===== config.mk =====
export PLATFORM = sky130hd
export DESIGN_NAME = reg_scoreboard
export DESIGN_NICKNAME = d
export VERILOG_FILES = /design/src/rtl/reg_scoreboard.sv
export SDC_FILE = /design/constraint.sdc
export NUM_CORES = 1
export LEC_CHECK = 0
export ABC_AREA = 1
export CAP_MARGIN = 10
export CORE_MARGIN = 3
export CORE_UTILIZATION = 50
export CTS_CLUSTER_DIAMETER = 50
export DETAILED_ROUTE_END_ITERATION = 8
export HOLD_SLACK_MARGIN = 0.1
export PLACE_DENSITY = 0.67
export REMOVE_ABC_BUFFERS = 1
export SKIP_LAST_GASP = 1
export SLEW_MARGIN = 15
export SYNTH_ARGS = -nofsm -noshare
export SYNTH_HDL_FRONTEND = slang
export SYNTH_SLANG_ARGS = --single-unit

===== constraint.sdc =====
create_clock -name clk -period 3.99 [get_ports clk]
set_input_delay 0.399 -clock clk [delete_from_list [all_inputs] [get_ports clk]]
set_output_delay 0.399 -clock clk [all_outputs]
set_load 0.005 [all_outputs]

===== src/rtl/reg_scoreboard.sv =====
`default_nettype none
// ============================================================================
// Module   : reg_scoreboard
// Brief    : Per-register pending-write scoreboard; stalls decode on RAW hazards
//            and on a destination whose in-flight write counter is saturated.
// Revision : 1.0 - initial release
// ============================================================================
module reg_scoreboard #(
  parameter int NREG  = 32,
  parameter int AW    = 5,
  parameter int CNT_W = 2
) (
  input  logic            clk,
  input  logic            rst,
  input  logic            id_valid,
  input  logic [AW-1:0]   id_rs,
  input  logic            id_rs_used,
  input  logic [AW-1:0]   id_rt,
  input  logic            id_rt_used,
  input  logic [AW-1:0]   id_rd,
  input  logic            id_rd_wr,
  input  logic            wb_valid,
  input  logic [AW-1:0]   wb_rd,
  input  logic            flush,
  output logic            stall,
  output logic            id_fire,
  output logic [NREG-1:0] pend_mask,
  output logic            busy,
  output logic            err
);

  localparam logic [CNT_W-1:0] c_cnt_max = {CNT_W{1'b1}};

  logic [CNT_W-1:0] cnt_q [NREG];
  logic [CNT_W-1:0] cnt_d [NREG];
  logic [NREG-1:0]  pend_mask_q, pend_mask_d;
  logic             busy_q, busy_d;
  logic             err_q, err_d;

  logic             w_stall_rs, w_stall_rt, w_stall_rd;
  logic [NREG-1:0]  w_inc, w_dec;
  logic             w_err_set;

  // Hazard detection looks only at registered counts; there is no writeback bypass.
  always_comb begin
    w_stall_rs = id_rs_used && (id_rs != '0) && (cnt_q[id_rs] != '0);
    w_stall_rt = id_rt_used && (id_rt != '0) && (cnt_q[id_rt] != '0);
    w_stall_rd = id_rd_wr   && (id_rd != '0) && (cnt_q[id_rd] == c_cnt_max);
  end

  assign stall   = id_valid && (w_stall_rs || w_stall_rt || w_stall_rd);
  assign id_fire = id_valid && !stall;

  always_comb begin
    w_inc = '0;
    w_dec = '0;
    for (int i = 1; i < NREG; i++) begin
      w_inc[i] = id_fire && id_rd_wr && (id_rd == AW'(i));
      w_dec[i] = wb_valid && (wb_rd == AW'(i));
    end
  end

  always_comb begin
    w_err_set   = 1'b0;
    pend_mask_d = '0;
    cnt_d[0]    = '0;
    for (int i = 1; i < NREG; i++) begin
      cnt_d[i] = cnt_q[i];
      if (w_inc[i] && !w_dec[i]) begin
        cnt_d[i] = cnt_q[i] + CNT_W'(1);
      end else if (w_dec[i] && !w_inc[i]) begin
        if (cnt_q[i] != '0) begin
          cnt_d[i] = cnt_q[i] - CNT_W'(1);
        end else begin
          w_err_set = 1'b1;
        end
      end
      if (flush) begin
        cnt_d[i] = '0;
      end
      pend_mask_d[i] = (cnt_d[i] != '0);
    end
    busy_d = |pend_mask_d;
    err_d  = flush ? err_q : (err_q || w_err_set);
  end

  always_ff @(posedge clk) begin
    if (rst) begin
      for (int i = 0; i < NREG; i++) begin
        cnt_q[i] <= '0;
      end
      pend_mask_q <= '0;
      busy_q      <= 1'b0;
      err_q       <= 1'b0;
    end else begin
      for (int i = 0; i < NREG; i++) begin
        cnt_q[i] <= cnt_d[i];
      end
      pend_mask_q <= pend_mask_d;
      busy_q      <= busy_d;
      err_q       <= err_d;
    end
  end

  assign pend_mask = pend_mask_q;
  assign busy      = busy_q;
  assign err       = err_q;

endmodule
`default_nettype wire


* After elaboration in Yosys (flattened, before gate mapping) *
Memories as Yosys holds them, arrays and structs flattened.
Index checks and enable logic that the tools add are counted.
W data, S select, Z words.

word-level totals
  output and inout bits = 36
  memories kept = 1
  memory bits (writable) = 64
  bits in registers = 34
  input bits = 28

memories
  memory  depth  width  read ports  clocked after memory_dff  write ports  RTL line  RTL
  cnt_q   32     2      34          0                         32           34        logic [CNT_W-1:0] cnt_q [NREG];

operators by class
  bitwise operators = 32
  add/sub/neg operators = 62
  mux-type cells = 252
  reduce and logical (&&, ||, !) cells = 267
  equality and inequality tests = 63

operators by type and width
  cell                   count
  $mux W2                156
  $eq A5 B5 Y1 const B   32
  $logic_and A1 B1 Y1    133
  $reduce_bool A2 Y1     64
  $mux W1                96
  $eq A5 B4 Y1 const B   16
  $logic_not A1 Y1       63
  $add A2 B1 Y2 const B  31
  $sub A2 B1 Y2 const B  31
  $eq A5 B3 Y1 const B   8
  $or A1 B1 Y1           32
  $reduce_or A31 Y1      1
  $eq A5 B2 Y1 const B   4
  $reduce_bool A5 Y1     3
  $eq A5 B1 Y1 const B   2
  $logic_or A1 B1 Y1     3
  $eq A2 B2 Y1 const B   1

* Depth between registers and ports, before layout *
Gate-level depths: netlist of the first run.

  depth in word-level cells = 105
  depth in mapped cells = 29
  gate-level depth less buffers = 26

* Worst setup path after synthesis of the first run *
No wires, ideal clock.

  kind = in2reg
  start = in id_rd[0]
  end = reg busy_q (netlist: busy)
  setup time = 128 ps
  arrival = 2,532 ps
  stages on the path = 25
  setup slack = 1,330 ps
  data required time = 3,862 ps
  cell sequence = buf_4 > buf_2 > nand2_1 > o21ai_0 > nand2_1 > nand2_1 > nand2_1 > nand2_1 > o21ai_1 > nand2_1 > nand3_1 > nand3_2 > nor3_4 > buf_6 > nand3_2 > nor2_1 > nor2_1 > nand2_1 > nand2_1 > nor2_1 > nand2_1 > nor2_1 > nand2_1 > nor2_1 > nor2_1

between the ends
  longest elaborated chain between the ends = 16
  elaborated cells on any way between the ends = 290

RTL lines
  item                                                         RTL line  RTL
  from (decl)                                                  20        input logic [AW-1:0] id_rd,
  $mem_v2 Z32 W2 / $reduce_bool A5 Y1 (equally long branches)  n/a
  $eq A2 B2 Y1 / $logic_and A1 B1 Y1 (equally long branches)   48        w_stall_rd = id_rd_wr && (id_rd != '0) && (cnt_q[id_rd] == c_cnt_max);
  $logic_and A1 B1 Y1                                          48
  $logic_or A1 B1 Y1                                           51        assign stall = id_valid && (w_stall_rs || w_stall_rt || w_stall_rd);
  $logic_and A1 B1 Y1                                          51
  $logic_not A1 Y1                                             52        assign id_fire = id_valid && !stall;
  $logic_and A1 B1 Y1                                          52
  $logic_and A1 B1 Y1 (2 in a row)                             58        w_inc[i] = id_fire && id_rd_wr && (id_rd == AW'(i));
  $logic_not A1 Y1                                             71        end else if (w_dec[i] && !w_inc[i]) begin
  $logic_and A1 B1 Y1                                          71
  $mux W2                                                      71
  $mux W2                                                      69        if (w_inc[i] && !w_dec[i]) begin
  $mux W2                                                      78        if (flush) begin
  $reduce_bool A2 Y1                                           81        pend_mask_d[i] = (cnt_d[i] != '0);
  $reduce_or A31 Y1 *                                          83        busy_d = |pend_mask_d;
  to (signal assigned)                                         100       busy_q <= busy_d;
  to (decl)                                                    37        logic busy_q, busy_d;

Every way passes the cells marked *; elsewhere a longest branch is shown, timed or not.
A chain may end at the register's enable or synchronous reset.

* Worst setup path after layout of the first run *
  start = in id_rt[0]
  end = reg busy_q (netlist: busy)

between the ends
  longest elaborated chain between the ends = 17
  elaborated cells on any way between the ends = 260

RTL lines
  item                                                              RTL line  RTL
  from (decl)                                                       18        input logic [AW-1:0] id_rt,
  $mem_v2 Z32 W2 / $reduce_bool A5 Y1 (equally long branches)       n/a
  $reduce_bool A2 Y1 / $logic_and A1 B1 Y1 (equally long branches)  47        w_stall_rt = id_rt_used && (id_rt != '0) && (cnt_q[id_rt] != '0);
  $logic_and A1 B1 Y1 *                                             47
  $logic_or A1 B1 Y1 * (2 in a row)                                 51
  $logic_and A1 B1 Y1 *                                             51
  $logic_not A1 Y1 *                                                52
  $logic_and A1 B1 Y1 *                                             52
  $logic_and A1 B1 Y1 *                                             58
  $logic_and A1 B1 Y1                                               58
  $logic_not A1 Y1                                                  71
  $logic_and A1 B1 Y1                                               71
  $mux W2                                                           71
  $mux W2                                                           69
  $mux W2                                                           78
  $reduce_bool A2 Y1                                                81
  $reduce_or A31 Y1 *                                               83

Marks and branches as above.

==> key figures, run 1 <==
Die
  • Effective utilization at floorplan: 0.515
  • Area of the core: 16800 sq um
  • I/O pin count: 64
  • Die footprint: 18900 sq um
  • Die outline width: 137 um
  • Std-Cell Rows: 47
  • Height of the chip: 137 um

Synth
  • Post-synthesis cell area: 8630 sq um
  • Synth Warn #: 0
  • Top cell type by total area after synthesis: sky130_fd_sc_hd__dfxtp_1
  • Count of flip-flops with a built-in enable after synthesis: 0
  • Main synth FF type: sky130_fd_sc_hd__dfxtp_1
  • Async set-or-reset flop fraction in the synthesized netlist: 0
  • Commonest cells post-synth: sky130_fd_sc_hd__nand2_1 (420), sky130_fd_sc_hd__nor2_1 (373), sky130_fd_sc_hd__nand3_1 (215)
  • Most frequent cell after synthesis: sky130_fd_sc_hd__nand2_1
  • Dominant cells by area after synthesis: sky130_fd_sc_hd__dfxtp_1 (22%), sky130_fd_sc_hd__nand2_1 (18%), sky130_fd_sc_hd__nor2_1 (16%), sky130_fd_sc_hd__ha_1 (13%), sky130_fd_sc_hd__nand3_1 (12%)
  • Distinct cells, synth: 29
  • Top-area cell type share of the netlist area: 0.220
  • Post-synthesis average cell area: 5.70 sq um
  • Sequential share of the synthesized area: 0.220
  • Number of cells produced by synthesis: 1514
  • Flip-flop and latch count after synthesis: 95

STA
  • Post-route clock skew: 0.0101 ns
  • Max-Slew Margin vs Limit: 0.357
  • Number of pins with negative max-slew slack in the final report: 0
  • Number of failing setup endpoints in the final timing report: 0
  • Fin crit share: 0.925
  • Worst Tran Pin Value: 0.964 ns
  • RSZ-0062 raised after global routing: no
  • Achievable frequency: 271 MHz
  • Post-layout minimum cycle time: 3.69 ns
  • Final worst setup slack: 0.298 ns
  • Final Hold Violating Endpoints: 0

Min path
  • Min-delay src: err$_SDFFE_PP0N_
  • Hold Crit Class: reg2reg
  • Hold Path Depth: 2
  • Endpoint of the worst hold-timing path: err$_SDFFE_PP0N_

Final layout
  • Net count reported at finish: 1707
  • Non-filler instance count after layout: 1810
  • Fraction of layout cells with a size suffix above 1: 0.0503
  • # diodes: 0
  • Area added between synthesis and finish: 16.0%

CTS
  • Post-CTS setup buffers: 0
  • Number of buffers created by CTS: 9
  • Reg clk slew, reported paths: 0.06 ns
  • Post-cts repair resize count: 0
  • Quantity of hold-fixing buffers added after cts: 0
  • Clock Tree Buf Depth: 2
  • Clock latency at the later pin of the worst-skew pair: 0.36 ns
  • Max H-tree Level: 3
  • TritonCTS clock tree: built
  • CTS Root Cell: sky130_fd_sc_hd__clkbuf_16
  • Num Clock Sinks: 95

Setup path
  • Capturing point of the worst reg2reg path: busy$_SDFF_PP0_
  • Start of the worst register-to-register path: cnt_q[8][1]$_SDFF_PP0_
  • Crit end category: flip-flop
  • Critical path data arrival time: 3.90 ns
  • Required time worst endpoint: 4.20 ns
  • Maximum net fanout on the critical path: 16
  • Nature of the critical path startpoint: input port
  • Reg2Reg Setup Slack: 0.68 ns
  • Start-to-end type of the worst setup path: in2reg
  • Reg2Reg Depth: 23

Global routing
  • Overall global routing resource usage: 0.311
  • Maximum number of pins on one net before global-route repair: 96
  • Number of global-route vias before repair: 8665
  • Leftover overflow at the end of global routing: 0
  • First-pass GRT wire length: 45300 um
  • Number of antenna violations at the first check in global routing: 1

Drt
  • Antenna violation net count after detailed routing: 0
  • Number of iterations in the first detailed-routing pass: 5
  • DRC Markers: 0
  • Final WL: 29300 um
  • Via-per-instance ratio: 5.36
  • DRC marker count from the first detailed-route iteration: 840
  • Vias: 9704
  • Routed WL per cell: 16.2 um

Outcome
  • Run status: finished, final reports clean

Pwr
  • Reported leakage power: 4.79 nW
  • Worst IR Drop VDD: 0.244 mV
  • Power per Cell Area: 225 nW/um^2
  • Final Power: 0.00225 W

Run
  • Max-cap violations: 0

Placed design
  • # port buffers: 62
  • Placed cell count: 1795
  • Global placer's final weighted congestion: 1.00
  • Hpwl dp: 23000 um
  • Worst setup slack after placement: -0.104 ns
## per-stage QoR
stage | setup TNS [ns] | area [sq um] | hold WS, ns | utilization
global route | 0 | 10000 | 0.556 | 0.597
finish | 0 | 10000 | 0.517 | 0.597
CTS | 0 | 9990 | 0.522 | 0.596
detailed placement | -0.104 | 9680 | 0.507 | 0.577
floorplan | 0 | 8400 | 0.460 | -
global placement | -0.175 | 9680 | 0.485 | 0.577
## logic make-up (layout without fill, tap and decap cells)
kind of cell,after synthesis,after routing,share of synthesized area
buffers and inverters,201,277,0.0934
other,1,1,0.000435
AND/OR/NAND/NOR,1058,1058,0.512
AO/OA/AOI/OAI,66,66,0.0393
flip-flops,95,95,0.220
adder cells (fa/ha/maj),93,93,0.135
## registers in the layout, summed over array words and instances (netlist names)
name       flops
cnt_q         62
busy           1
pend_mask     31
err            1
## final cells by class
| type | count | area (sq um) |
|---|---|---|
| clock buffers | 12 | 246 |
| clock inverters | 3 | 67.6 |
| fillers | 1756 | 6760 |
| inverters | 154 | 581 |
| multi-input cells | 1218 | 5920 |
| flip-flops and latches | 95 | 1900 |
| well taps | 220 | 275 |
| repair buffers | 108 | 1010 |
## cells in the final DEF, fill, tap and decap left out, types with 2 or more instances in the layout
cell | Yosys | final
sky130_fd_sc_hd__bufinv_16 | 0 | 2
sky130_fd_sc_hd__nand3_1 | 215 | 215
sky130_fd_sc_hd__nor3_1 | 5 | 5
sky130_fd_sc_hd__clkdlybuf4s50_1 | 0 | 57
sky130_fd_sc_hd__inv_1 | 150 | 150
sky130_fd_sc_hd__clkbuf_16 | 0 | 9
sky130_fd_sc_hd__inv_2 | 4 | 3
sky130_fd_sc_hd__nand2_1 | 420 | 420
sky130_fd_sc_hd__ha_1 | 93 | 93
sky130_fd_sc_hd__nand3_2 | 7 | 7
sky130_fd_sc_hd__o21ai_0 | 17 | 17
sky130_fd_sc_hd__o21ai_1 | 6 | 6
sky130_fd_sc_hd__buf_2 | 5 | 2
sky130_fd_sc_hd__nand3b_1 | 6 | 6
sky130_fd_sc_hd__a21oi_1 | 39 | 39
sky130_fd_sc_hd__buf_4 | 10 | 43
sky130_fd_sc_hd__nor2_2 | 0 | 2
sky130_fd_sc_hd__dlymetal6s2s_1 | 0 | 2
sky130_fd_sc_hd__buf_12 | 0 | 4
sky130_fd_sc_hd__clkbuf_1 | 29 | 2
sky130_fd_sc_hd__nand4_1 | 27 | 27
sky130_fd_sc_hd__dfxtp_1 | 95 | 95
sky130_fd_sc_hd__nor2_1 | 373 | 371
## power breakdown
part	switching [W]	leakage (nW)	internal, W
registers	0.00000551	0.765	0.000953
logic	0.000227	3.87	0.000112
clock network	0.000393	0.149	0.000564
total	0.000626	4.79	0.00163
## worst max-delay path by stage
| stage | startpoint | endpoint | slack (ns) | depth (start not counted) |
|---|---|---|---|---|
| floorplan | id_rd[1] | busy$_SDFF_PP0_ | 1.02 | 22 |
| global placement | id_rd[1] | busy$_SDFF_PP0_ | -0.18 | 20 |
| detailed placement | id_rd[1] | busy$_SDFF_PP0_ | -0.10 | 20 |
| CTS | id_rd[1] | busy$_SDFF_PP0_ | 0.26 | 20 |
| global route | id_rt[0] | busy$_SDFF_PP0_ | 0.05 | 25 |
| finish | id_rt[0] | busy$_SDFF_PP0_ | 0.30 | 24 |
## metal layers
| layer | routed length, um | share of wire | track usage |
|---|---|---|---|
| met2 | 13300 | 0.45 | 0.512 |
| met5 | 7 | 0.00024 | 0 |
| met3 | 2280 | 0.078 | 0.0606 |
| met1 | 12400 | 0.42 | 0.393 |
| met4 | 1270 | 0.043 | 0.137 |
## worst max-delay path, cell delays in order
cell,delay (ns)
sky130_fd_sc_hd__clkdlybuf4s50_1,0.54
sky130_fd_sc_hd__nand2_1,0.20
sky130_fd_sc_hd__inv_1,0.17
sky130_fd_sc_hd__nand2_1,0.11
sky130_fd_sc_hd__nand2_1,0.05
sky130_fd_sc_hd__nor2_1,0.16
sky130_fd_sc_hd__nand2_1,0.08
sky130_fd_sc_hd__nand3_1,0.09
sky130_fd_sc_hd__nand3_1,0.07
sky130_fd_sc_hd__nand3_1,0.14
sky130_fd_sc_hd__nand3_2,0.14
sky130_fd_sc_hd__nor2_4,0.19
sky130_fd_sc_hd__buf_12,0.18
sky130_fd_sc_hd__nand4_1,0.17
sky130_fd_sc_hd__nor2_1,0.15
sky130_fd_sc_hd__nor2_1,0.05
sky130_fd_sc_hd__nand2_1,0.10
sky130_fd_sc_hd__nand2_1,0.07
sky130_fd_sc_hd__nor2_1,0.25
sky130_fd_sc_hd__nand2_1,0.15
sky130_fd_sc_hd__nor2_1,0.23
sky130_fd_sc_hd__nand2_1,0.08
sky130_fd_sc_hd__nor2_1,0.08
sky130_fd_sc_hd__nor2_1,0.04
No activity file was read; power rests on OpenSTA's default activity.
==> run 2, diff against run 1 <==
PLACE_DENSITY = 0.75   (was 0.67)
SKIP_LAST_GASP = not set   (was 1)
==> run 2 against run 1 <==
Compared with the run above: global-route usage up 0.30 points; register-to-register slack barely moved; highest routed layer is now met4; cell area fell by 1.3%.
==> key figures, run 2 (synthesized netlist as in run 1, its figures left out) <==
CTS
  • TritonCTS clock tree: built
  • Reg clk slew, reported paths: 0.06 ns
  • Post-CTS setup buffers: 0
  • Number of buffers created by CTS: 9
  • Quantity of hold-fixing buffers added after cts: 0
  • CTS Root Cell: sky130_fd_sc_hd__clkbuf_16
  • Max H-tree Level: 3
  • Post-cts repair resize count: 0
  • Num Clock Sinks: 95
  • Clock latency at the later pin of the worst-skew pair: 0.36 ns
  • Clock Tree Buf Depth: 2

Pwr
  • Power per Cell Area: 233 nW/um^2
  • Worst IR Drop VDD: 0.200 mV
  • Final Power: 0.00230 W
  • Reported leakage power: 4.71 nW

STA
  • Post-route clock skew: 0.00581 ns
  • Final Hold Violating Endpoints: 0
  • RSZ-0062 raised after global routing: no
  • Post-layout minimum cycle time: 3.65 ns
  • Max-Slew Margin vs Limit: 0.352
  • Final TNS setup: 0 ns
  • Worst hold slack: 0.504 ns
  • Fin crit share: 0.914
  • Number of pins with negative max-slew slack in the final report: 0
  • Achievable frequency: 274 MHz
  • Worst Tran Pin Value: 0.971 ns
  • Number of failing setup endpoints in the final timing report: 0

Setup path
  • Start-to-end type of the worst setup path: in2reg
  • CP dominant cell by count: sky130_fd_sc_hd__nand2_1
  • Worst-path cell chain: clkdlybuf4s50_1 -> inv_2 -> nor2_1 -> nand2_1 -> nand3_1 -> nand2_1 -> nand2_1 -> o21ai_1 -> nand2_1 -> nand3_1 -> nand3_2 -> nor3_4 -> buf_4 -> nand2_1 -> nand2_1 -> nand2_1 -> nor2_1 -> nor2_1 -> nor2_1 -> nand2_1 -> nor2_1 -> nand2_1 -> nor2_1 -> nor2_1
  • Crit end category: flip-flop
  • Nature of the critical path startpoint: input port
  • Required time worst endpoint: 4.20 ns
  • CP max stage cell: sky130_fd_sc_hd__clkdlybuf4s50_1
  • Critical path data arrival time: 3.85 ns
  • Biggest cell delay along the critical path: 0.49 ns
  • Maximum net fanout on the critical path: 20

Final layout
  • Register with the highest flop count: cnt_q
  • Net count reported at finish: 1690
  • Area added between synthesis and finish: 14.5%
  • Most frequent cells in the layout: sky130_fd_sc_hd__nand2_1 (420), sky130_fd_sc_hd__nor2_1 (373), sky130_fd_sc_hd__nand3_1 (215), sky130_fd_sc_hd__inv_1 (150), sky130_fd_sc_hd__dfxtp_1 (95)
  • Most common library cell in the layout ignoring fill and taps: sky130_fd_sc_hd__nand2_1
  • Flip-flop count of the largest register, all copies and words added: 62
  • # diodes: 0
  • Fraction of layout cells with a size suffix above 1: 0.0388

Die
  • Die outline width: 137 um
  • Std-Cell Rows: 47
  • Area of the core: 16800 sq um
  • Die footprint: 18900 sq um
  • Effective utilization at floorplan: 0.515
  • Height of the chip: 137 um
  • I/O pin count: 64

Global routing
  • Number of antenna violations at the first check in global routing: 0
  • First-pass GRT wire length: 46200 um
  • Overall global routing resource usage: 0.314
  • Leftover overflow at the end of global routing: 0
  • Number of global-route vias before repair: 8887
  • Maximum number of pins on one net before global-route repair: 96

Placed design
  • Global placer's final weighted congestion: 1.04
  • Hpwl dp: 23200 um
  • # port buffers: 62

Drt
  • Vias: 9681
  • Final WL: 29100 um
  • DRC Markers: 0
  • DRC marker count from the first detailed-route iteration: 796
  • Number of iterations in the first detailed-routing pass: 5
  • Routed WL per cell: 16.2 um
  • Via-per-instance ratio: 5.40
  • Antenna violation net count after detailed routing: 0

Outcome
  • Run status: finished, final reports clean

Min path
  • Hold Crit Class: reg2reg

Run
  • Max-cap violations: 0
-- run 2: cell types whose count changed in the layout (fill, tap and decap cells not counted) --
| cell | previous run | this run |
|---|---|---|
| sky130_fd_sc_hd__inv_4 | 1 | 0 |
| sky130_fd_sc_hd__clkdlybuf4s50_1 | 57 | 59 |
| sky130_fd_sc_hd__clkbuf_1 | 2 | 3 |
| sky130_fd_sc_hd__buf_4 | 43 | 27 |
| sky130_fd_sc_hd__nor2_2 | 2 | 0 |
| sky130_fd_sc_hd__dlymetal6s2s_1 | 2 | 0 |
| sky130_fd_sc_hd__inv_2 | 3 | 4 |
| sky130_fd_sc_hd__nor2_1 | 371 | 373 |
| sky130_fd_sc_hd__bufinv_16 | 2 | 3 |
| sky130_fd_sc_hd__buf_12 | 4 | 3 |
| sky130_fd_sc_hd__clkinvlp_4 | 1 | 0 |
-- run 2: metal layers --
metal	track usage	wire length, um	vias up
met3	0.0500	2200	61
met5	0	0	-
met1	0.407	12400	4376
met2	0.524	13600	373
li1	-	-	4871
met4	0.117	969	0
-- run 2: where the power goes --
group | switching (W) | total (W) | internal, W
registers | 0.00000429 | 0.000957 | 0.000953
clock network | 0.000382 | 0.00101 | 0.000631
logic | 0.000226 | 0.000334 | 0.000108
-- run 2: cell type report --
class	count	area [sq um]
Fill cell	1762	6880
Clock buffer	13	250
Inverter	154	578
Timing Repair Buffer	91	863
Tap cell	220	275
Clock inverter	3	90.1
Multi-Input combinational cell	1218	5920
Sequential cell	95	1900
-- run 2: path summary, 6_finish.rpt --
path                                         startpoint               end  slack (ns)  cells past startpoint
worst min-delay path                   err$_SDFFE_PP0N_  err$_SDFFE_PP0N_        0.50                      2
worst min register to register         err$_SDFFE_PP0N_  err$_SDFFE_PP0N_        0.50                      2
worst max-delay path                           id_rd[0]   busy$_SDFF_PP0_        0.34                     24
worst max register to register  cnt_q[28][0]$_SDFF_PP0_   busy$_SDFF_PP0_        0.69                     25
-- run 2: stage by stage --
stage | area [sq um] | utilization | cells | worst slack, ns
after floorplan | 8400 | - | 1467 | 1.02
after global placement | 9540 | 0.569 | 1778 | 0.0680
after detailed placement | 9540 | 0.569 | 1778 | 0.0467
after CTS | 9880 | 0.589 | 1794 | 0.366
after global routing | 9880 | 0.589 | 1794 | 0.0337
final | 9880 | 0.589 | 1794 | 0.342
-- run 2: critical path: cells and delay by family --
| family | cells | cell delay, ns |
|---|---|---|
| buf+inv | 3 | 1.09 |
| simple gates | 20 | 2.22 |
| compound gates | 1 | 0.15 |
